==> src/rtl/balance_ledger.sv <==
// Serialising ATM account ledger: USD plus four coin balances, one request at a time.
// Each request walks IDLE -> CALC -> CHECK -> COMMIT and commits atomically or not at all.
module balance_ledger #(
  parameter int unsigned INIT_DOLLARS = 1000,
  parameter int unsigned MAX_BAL      = 99_999_999,
  parameter int          PRICE_W      = 16
) (
  input  logic               clk,
  input  logic               rst_n,
  input  logic               req_valid,
  output logic               req_ready,
  input  logic [1:0]         req_op,
  input  logic [1:0]         req_coin,
  input  logic [31:0]        req_amount,
  input  logic [PRICE_W-1:0] price_btc,
  input  logic [PRICE_W-1:0] price_eth,
  input  logic [PRICE_W-1:0] price_xrp,
  input  logic [PRICE_W-1:0] price_ltc,
  output logic               done,
  output logic               err,
  output logic [1:0]         err_code,
  output logic [31:0]        balance_dollars_out,
  output logic [31:0]        balance_btc,
  output logic [31:0]        balance_eth,
  output logic [31:0]        balance_xrp,
  output logic [31:0]        balance_ltc
);

  localparam int CW  = 32 + PRICE_W;
  localparam int CW1 = CW + 1;

  localparam logic [1:0] OP_DEP  = 2'b00;
  localparam logic [1:0] OP_WDR  = 2'b01;
  localparam logic [1:0] OP_BUY  = 2'b10;
  localparam logic [1:0] OP_SELL = 2'b11;

  localparam logic [1:0] EC_OK    = 2'b00;
  localparam logic [1:0] EC_INSUF = 2'b01;
  localparam logic [1:0] EC_OVFL  = 2'b10;
  localparam logic [1:0] EC_ZERO  = 2'b11;

  localparam logic [32:0]   MAX33 = 33'(MAX_BAL);
  localparam logic [CW:0]   MAXC  = CW1'(MAX_BAL);

  typedef enum logic [1:0] {IDLE, CALC, CHECK, COMMIT} state_t;

  state_t               state_reg;
  logic [1:0]           op_reg;
  logic [1:0]           coin_reg;
  logic [31:0]          amount_reg;
  logic [PRICE_W-1:0]   price_reg;
  logic [CW-1:0]        cost_reg;
  logic [1:0]           verdict_reg;
  logic [31:0]          new_usd_reg;
  logic [31:0]          new_coin_reg;
  logic                 ready_reg;
  logic                 done_reg;
  logic                 err_reg;
  logic [1:0]           err_code_reg;
  logic [31:0]          usd_reg;
  logic [31:0]          coin_bal_reg [4];

  logic [PRICE_W-1:0]   price_sel;
  logic [CW-1:0]        cost_next;
  logic [31:0]          coin_cur;
  logic [32:0]          usd_plus_amt;
  logic [32:0]          coin_plus_amt;
  logic [CW:0]          usd_plus_cost;
  logic [1:0]           verdict_next;
  logic [31:0]          new_usd_next;
  logic [31:0]          new_coin_next;

  always_comb begin
    price_sel = price_btc;
    case (req_coin)
      2'd0: price_sel = price_btc;
      2'd1: price_sel = price_eth;
      2'd2: price_sel = price_xrp;
      2'd3: price_sel = price_ltc;
      default: price_sel = price_btc;
    endcase
  end

  assign cost_next     = CW'(amount_reg) * CW'(price_reg);
  assign coin_cur      = coin_bal_reg[coin_reg];
  assign usd_plus_amt  = {1'b0, usd_reg} + {1'b0, amount_reg};
  assign coin_plus_amt = {1'b0, coin_cur} + {1'b0, amount_reg};
  assign usd_plus_cost = CW1'(usd_reg) + {1'b0, cost_reg};

  // All sums are one bit wider than their operands, so range checks never see a wrapped value.
  always_comb begin
    verdict_next  = EC_OK;
    new_usd_next  = usd_reg;
    new_coin_next = coin_cur;
    case (op_reg)
      OP_DEP: begin
        if (usd_plus_amt > MAX33) verdict_next = EC_OVFL;
        else                      new_usd_next = usd_plus_amt[31:0];
      end
      OP_WDR: begin
        if (amount_reg > usd_reg) verdict_next = EC_INSUF;
        else                      new_usd_next = usd_reg - amount_reg;
      end
      OP_BUY: begin
        if (cost_reg > CW'(usd_reg)) begin
          verdict_next = EC_INSUF;
        end else if (coin_plus_amt > MAX33) begin
          verdict_next = EC_OVFL;
        end else begin
          new_usd_next  = usd_reg - cost_reg[31:0];
          new_coin_next = coin_plus_amt[31:0];
        end
      end
      OP_SELL: begin
        if (amount_reg > coin_cur) begin
          verdict_next = EC_INSUF;
        end else if (usd_plus_cost > MAXC) begin
          verdict_next = EC_OVFL;
        end else begin
          new_usd_next  = usd_plus_cost[31:0];
          new_coin_next = coin_cur - amount_reg;
        end
      end
      default: verdict_next = EC_OK;
    endcase
    if (amount_reg == 32'd0) verdict_next = EC_ZERO;
  end

  // Ready is registered so it stays low through the done cycle and rises one cycle later.
  always_ff @(posedge clk or negedge rst_n) begin
    if (!rst_n) begin
      state_reg    <= IDLE;
      op_reg       <= 2'b00;
      coin_reg     <= 2'b00;
      amount_reg   <= 32'd0;
      price_reg    <= '0;
      cost_reg     <= '0;
      verdict_reg  <= EC_OK;
      new_usd_reg  <= 32'd0;
      new_coin_reg <= 32'd0;
      ready_reg    <= 1'b1;
      done_reg     <= 1'b0;
      err_reg      <= 1'b0;
      err_code_reg <= EC_OK;
      usd_reg      <= 32'(INIT_DOLLARS);
      for (int i = 0; i < 4; i++) coin_bal_reg[i] <= 32'd0;
    end else begin
      done_reg <= 1'b0;
      err_reg  <= 1'b0;
      if (done_reg) ready_reg <= 1'b1;
      case (state_reg)
        IDLE: begin
          if (req_valid && ready_reg) begin
            op_reg     <= req_op;
            coin_reg   <= req_coin;
            amount_reg <= req_amount;
            price_reg  <= price_sel;
            ready_reg  <= 1'b0;
            state_reg  <= CALC;
          end
        end
        CALC: begin
          cost_reg  <= cost_next;
          state_reg <= CHECK;
        end
        CHECK: begin
          verdict_reg  <= verdict_next;
          new_usd_reg  <= new_usd_next;
          new_coin_reg <= new_coin_next;
          state_reg    <= COMMIT;
        end
        COMMIT: begin
          done_reg     <= 1'b1;
          err_reg      <= (verdict_reg != EC_OK);
          err_code_reg <= verdict_reg;
          if (verdict_reg == EC_OK) begin
            usd_reg                <= new_usd_reg;
            coin_bal_reg[coin_reg] <= new_coin_reg;
          end
          state_reg <= IDLE;
        end
        default: state_reg <= IDLE;
      endcase
    end
  end

  assign req_ready           = ready_reg;
  assign done                = done_reg;
  assign err                 = err_reg;
  assign err_code            = err_code_reg;
  assign balance_dollars_out = usd_reg;
  assign balance_btc         = coin_bal_reg[0];
  assign balance_eth         = coin_bal_reg[1];
  assign balance_xrp         = coin_bal_reg[2];
  assign balance_ltc         = coin_bal_reg[3];

endmodule
==> config.mk <==
export PLATFORM = sky130hd
export DESIGN_NAME = balance_ledger
export DESIGN_NICKNAME = d
export VERILOG_FILES = /design/src/rtl/balance_ledger.sv
export SDC_FILE = /design/constraint.sdc
export NUM_CORES = 2
export LEC_CHECK = 0
export BUFFER_PORTS_ARGS = -buffer_cell sky130_fd_sc_hd__clkbuf_2
export CAP_MARGIN = 20
export CORE_ASPECT_RATIO = 1.4
export CORE_MARGIN = 5
export CORE_UTILIZATION = 60
export CTS_BUF_LIST = sky130_fd_sc_hd__clkbuf_8
export CTS_CLUSTER_DIAMETER = 50
export DETAILED_ROUTE_END_ITERATION = 7
export PLACE_DENSITY = 0.86
export SLEW_MARGIN = 15
export SYNTH_ARGS = -nofsm -noshare
export SYNTH_HDL_FRONTEND = slang
export SYNTH_SLANG_ARGS = --single-unit
==> constraint.sdc <==
create_clock -name clk -period 8.7 [get_ports clk]
set_clock_uncertainty 0.05 [all_clocks]
set_input_delay 1.305 -clock clk [delete_from_list [all_inputs] [get_ports clk]]
set_output_delay 1.305 -clock clk [all_outputs]
set_load 0.005 [all_outputs]
======== After elaboration in Yosys (flattened, before gate mapping) ========
Index checks and enable logic that the tools add are counted.
storage, ports and cells
  flip-flop bits (word level) ............. 333
  input port bits ......................... 103
  output and inout bits ................... 165
operators by class
  eq/ne operators ......................... 10
  multiplexer cells ....................... 34
  order comparisons ....................... 8
  bitwise operators ....................... 1
  $mul .................................... 1
  $add $sub $neg .......................... 6
  reductions and logical operators ........ 10
operators by type and width
  cell                    count
  $mux W32                13
  $bwmux W128             1
  $pmux W32 S4            1
  $sub A32 B32 Y32        3
  $add A32 B32 Y33        2
  $gt A33 B27 Y1 const B  2
  $bmux W32 S2            1
  $demux W32 S2           1
  $gt A32 B32 Y1          2
  $pmux W16 S4            1
  $pmux W32 S2            1
  $add A32 B48 Y49        1
  $gt A49 B27 Y1 const B  1
  $gt A48 B32 Y1          1
  $mul A32 B16 Y48        1
  $logic_not A32 Y1       1
  $pmux W2 S4             2
  $mux W2                 7
  $eq A2 B2 Y1 const B    6
  $logic_not A2 Y1        4
  $eq A2 B1 Y1 const B    3
  $mux W1                 6
  $reduce_and A2 Y1       2
  $ge A3 B3 Y1 const B    1
  other kinds (5)         6

======== Logic depth before layout (Yosys ltp) ========
  word-level depth ........................ 10
  gate-level depth with buffers ........... 29
  mapped depth without buffers ............ 27

======== Worst setup path after synthesis ========
Ideal clock, no wire load.
  kind .................................... flip-flop to flip-flop
  start ................................... reg amount_reg[11]
  end ..................................... reg cost_reg[44]
  buffers on the path ..................... 3
  clock period less this slack ............ 6.962 ns
  data required time ...................... 8.581 ns
  setup slack ............................. 1.738 ns
  data arrival time ....................... 6.843 ns
  stages on the path, launching flop included .. 27
  path through ............................ dfrtp_1 > clkbuf_1 > clkbuf_1 > nand2_1 > fa_1 > inv_1 > fa_1 > fa_1 > fa_1 > fa_1 > inv_1 > fa_1 > inv_1 > ha_1 > clkbuf_1 > nand3_1 > nor2_1 > nand2_1 > a311oi_1 > nor3_1 > a21oi_1 > a41o_1 > o41a_1 > nor2_1 > o21a_1 > or4b_2 > nand3_1
on the way
  longest elaborated chain between the ends .. 1
ends and longest elaborated chain
  what                    line  source
  from (decl)             50    logic [31:0] amount_reg;
  from (signal assigned)  156   amount_reg <= req_amount;
  $mul A32 B16 Y48        84    assign cost_next = CW'(amount_reg) * CW'(price_reg);
  to (signal assigned)    163   cost_reg <= cost_next;
  to (decl)               52    logic [CW-1:0] cost_reg;
No other way between the ends.
A chain may end at the register's enable or synchronous reset.

======== Worst setup path after layout ========
  start ................................... reg price_reg[5]
  end ..................................... reg cost_reg[44]
on the way
  longest elaborated chain between the ends .. 1
ends and longest elaborated chain
  what                    line  source
  from (decl)             51    logic [PRICE_W-1:0] price_reg;
  from (signal assigned)  157   price_reg <= price_sel;
  $mul A32 B16 Y48        84
No other way between the ends.

==> metrics.txt <==
asr flop ratio synth 100%; final design utilization 64.7%; clk slew on worst S/H paths 0.07 ns; worst reg-to-reg setup slack 0.77 ns; part of the cycle the worst path needs 91.2%; DIE AREA 80,200 sq um; CTS tree yes; number of top-level pins 268; Post-Layout Cell Count 6,232; initial antenna violation count 10; CTS Sinks 333; Total Power 3.06 mW; cts repair resizes 0; PortBufs 267; insertion delay to the later sink of the worst-skew pair 0.73 ns; Max Cap Viol 0; number of flip-flops in the largest register 48; Final Hold Viols 0; number of synthesized flops with an enable pin 0; startpoint types flop; P&R area growth vs syn 6.96%; peak supply drop 0.107 mV; CTS hold repair buffers 0; Die H 333 um; post-synth top area share 19.0%; routed wire length 156 mm; Initial Util 60.5%; CTS root buf clkbuf_8; DRT Pass-1 Iters 8; Worst-Margin Slew 1.15 ns; largest cells by area after synthesis fa_1, dfrtp_1, ha_1; CTS buffer count 59; Fmax 126 MHz; total number of vias 40,968; critical path type reg -> reg; Leak 23.6 nW; clock buffer depth 3; setup_tns 0 ns; GPL Wtd Cong 1.02; synth unique cells 100; register bit count reported by yosys 333; WHS 0.409 ns; final setup fails 0; synthesized area per cell 8.72 sq um; post-CTS setup repair buffer count 0; number of synthesis warnings 0; Hold/Removal Path Class reg -> reg; most area-hungry cell type in the Yosys netlist fa_1; detailed-placement wirelength estimate 121 mm; main flop type after synthesis dfrtp_1; largest net degree at the start of global routing 136; Tot GR Track Use 37.9%; dpl cells 6,122; CP Max Fanout 20; Critical Path RT 9.26 ns; core area 74,000 sq um; CP Capture Type flop; first-pass GRT wire length 238 mm; sequential share of the synthesized area 18.7%; synthesized netlist cell count 5,129; wire per inst 25.1 um; Crit path arrival time 8.49 ns; vias per inst 6.57; drc violations 18; share of cells above drive strength 1 14.3%; nets@finish 6,101; status complete, but fails checks; CTS H-tree depth 2; Die W 241 um; failing checks design-rule violations; grt ovf 0; Routed Antenna Nets 0; Cell Rows 118; Power Density 64.0 nW/um^2; max_slew headroom 23.0%; Synth Cell Area 44,700 sq um; min cycle time layout 7.93 ns; Initial DRC Count 4,142; vias in the first global route 42,100; final slew viol count 0; syn_nets 6,004; RSZ-0062 raised after global routing false
[cell usage after synthesis, drive strengths merged, types with 11 or more instances]
cell type and number:
o21ai 205, xor2 31, a211o 11, a2111oi 14, and2 235, o31ai 47, nor3 106, o22a 14
or3 23, o31a 15, o21bai 29, o211ai 34, nor2b 51, mux2i 41, dfrtp 326, clkbuf 242
nand2 539, nand3b 11, a31oi 59, and3 24, xnor2 140, o22ai 14, a221oi 12, mux2 199
a21oi 281, nand3 86, o311ai 12, a22oi 11, ha 348, fa 424, mux4 48, o21a 26
nand2b 40, nor4 58, o2111ai 12, or2 22, a211oi 50, a221o 12, inv 653, nor2 281
nand4 36, buf 66, a21o 70
[stage by stage]
| step | area (sq um) | setup slack (ns) |
|---|---|---|
| detailed placement | 46700 | 0.741 |
| CTS | 47800 | 0.652 |
| global route | 47800 | 0.442 |
| finish | 47800 | 0.770 |
| global placement | 46700 | 0.867 |
| floorplan | 44700 | 1.74 |
[layout make-up]
type / instances / area, sq um
inverter: 659 / 2470
sequential: 333 / 8350
tap: 960 / 1200
timing repair buffer: 344 / 1980
clock inverter: 39 / 240
antenna: 5 / 12.5
fill: 5918 / 26100
clock buffer: 63 / 867
multi-input combinational: 3829 / 32700
[placed cells by master, fill, tap and decap left out, drive strengths merged, types with 13 or more instances in the layout]
master	netlist	final
a2111oi	14	14
a211oi	50	50
a21o	70	70
a21oi	281	281
a31oi	59	59
and2	235	235
and3	24	24
buf	66	78
clkbuf	242	329
clkinv	6	13
dfrtp	326	326
fa	424	424
ha	348	348
inv	653	679
mux2	199	199
mux2i	41	41
mux4	48	48
nand2	539	539
nand2b	40	40
nand3	86	86
nand4	36	36
nor2	281	281
nor2b	51	51
nor3	106	106
nor4	58	58
o211ai	34	34
o21a	26	26
o21ai	205	205
o21bai	29	29
o22a	14	14
o22ai	14	14
o31a	15	15
o31ai	47	47
or2	22	22
or3	23	23
xnor2	140	140
xor2	31	31
[critical path: stages, from the launching register on]
cell	delay (ns)
dfrtp_1	0.79
buf_4	0.38
and2_1	0.21
fa_1	0.42
inv_1	0.07
fa_1	0.44
fa_1	0.53
inv_1	0.06
fa_1	0.44
fa_1	0.52
inv_1	0.06
fa_1	0.52
inv_1	0.05
ha_1	0.36
nand3_1	0.12
nor3_1	0.26
o211ai_1	0.15
a311oi_1	0.44
nor3_1	0.12
a21oi_1	0.29
a41o_1	0.28
o41a_1	0.27
nor2_1	0.07
o21a_1	0.18
or4b_2	0.62
nand3_1	0.10
[where the power goes]
group | switching (mW) | internal (mW) | leakage [nW]
Combinational | 0.0481 | 0.0311 | 18.3
Sequential | 0 | 1.55 | 4.62
Clock | 0.752 | 0.681 | 0.631
Total | 0.800 | 2.26 | 23.6
[per-layer routing]
layer | GRT usage (%) | vias up | share of wire (%)
li1 | - | 17561 | -
met3 | 8.16 | 936 | 9.5
met4 | 30.3 | 2 | 10
met2 | 62.7 | 2688 | 47
met5 | 0 | - | 0.012
met1 | 42.0 | 19781 | 33
[logic make-up after synthesis]
family | synth area share [%]
fa+ha+maj | 28.7
mux | 8.35
buf+inv | 8.32
flops | 18.7
simple gates | 17.1
compound gates | 15.5
xor+xnor | 3.35
[final timing paths]
path | from | to | cells past startpoint
hold reg to reg | new_usd_reg[24] | balance_dollars_out[24] | 2
setup reg to reg | price_reg[5] | cost_reg[44] | 25
min in group asynchronous | rst_n | balance_ltc[0] | 1
setup / recovery | price_reg[5] | cost_reg[44] | 25
max in group asynchronous | rst_n | price_reg[14] | 2
hold / removal | new_usd_reg[24] | balance_dollars_out[24] | 2
No activity file was read; power rests on OpenSTA's default activity.
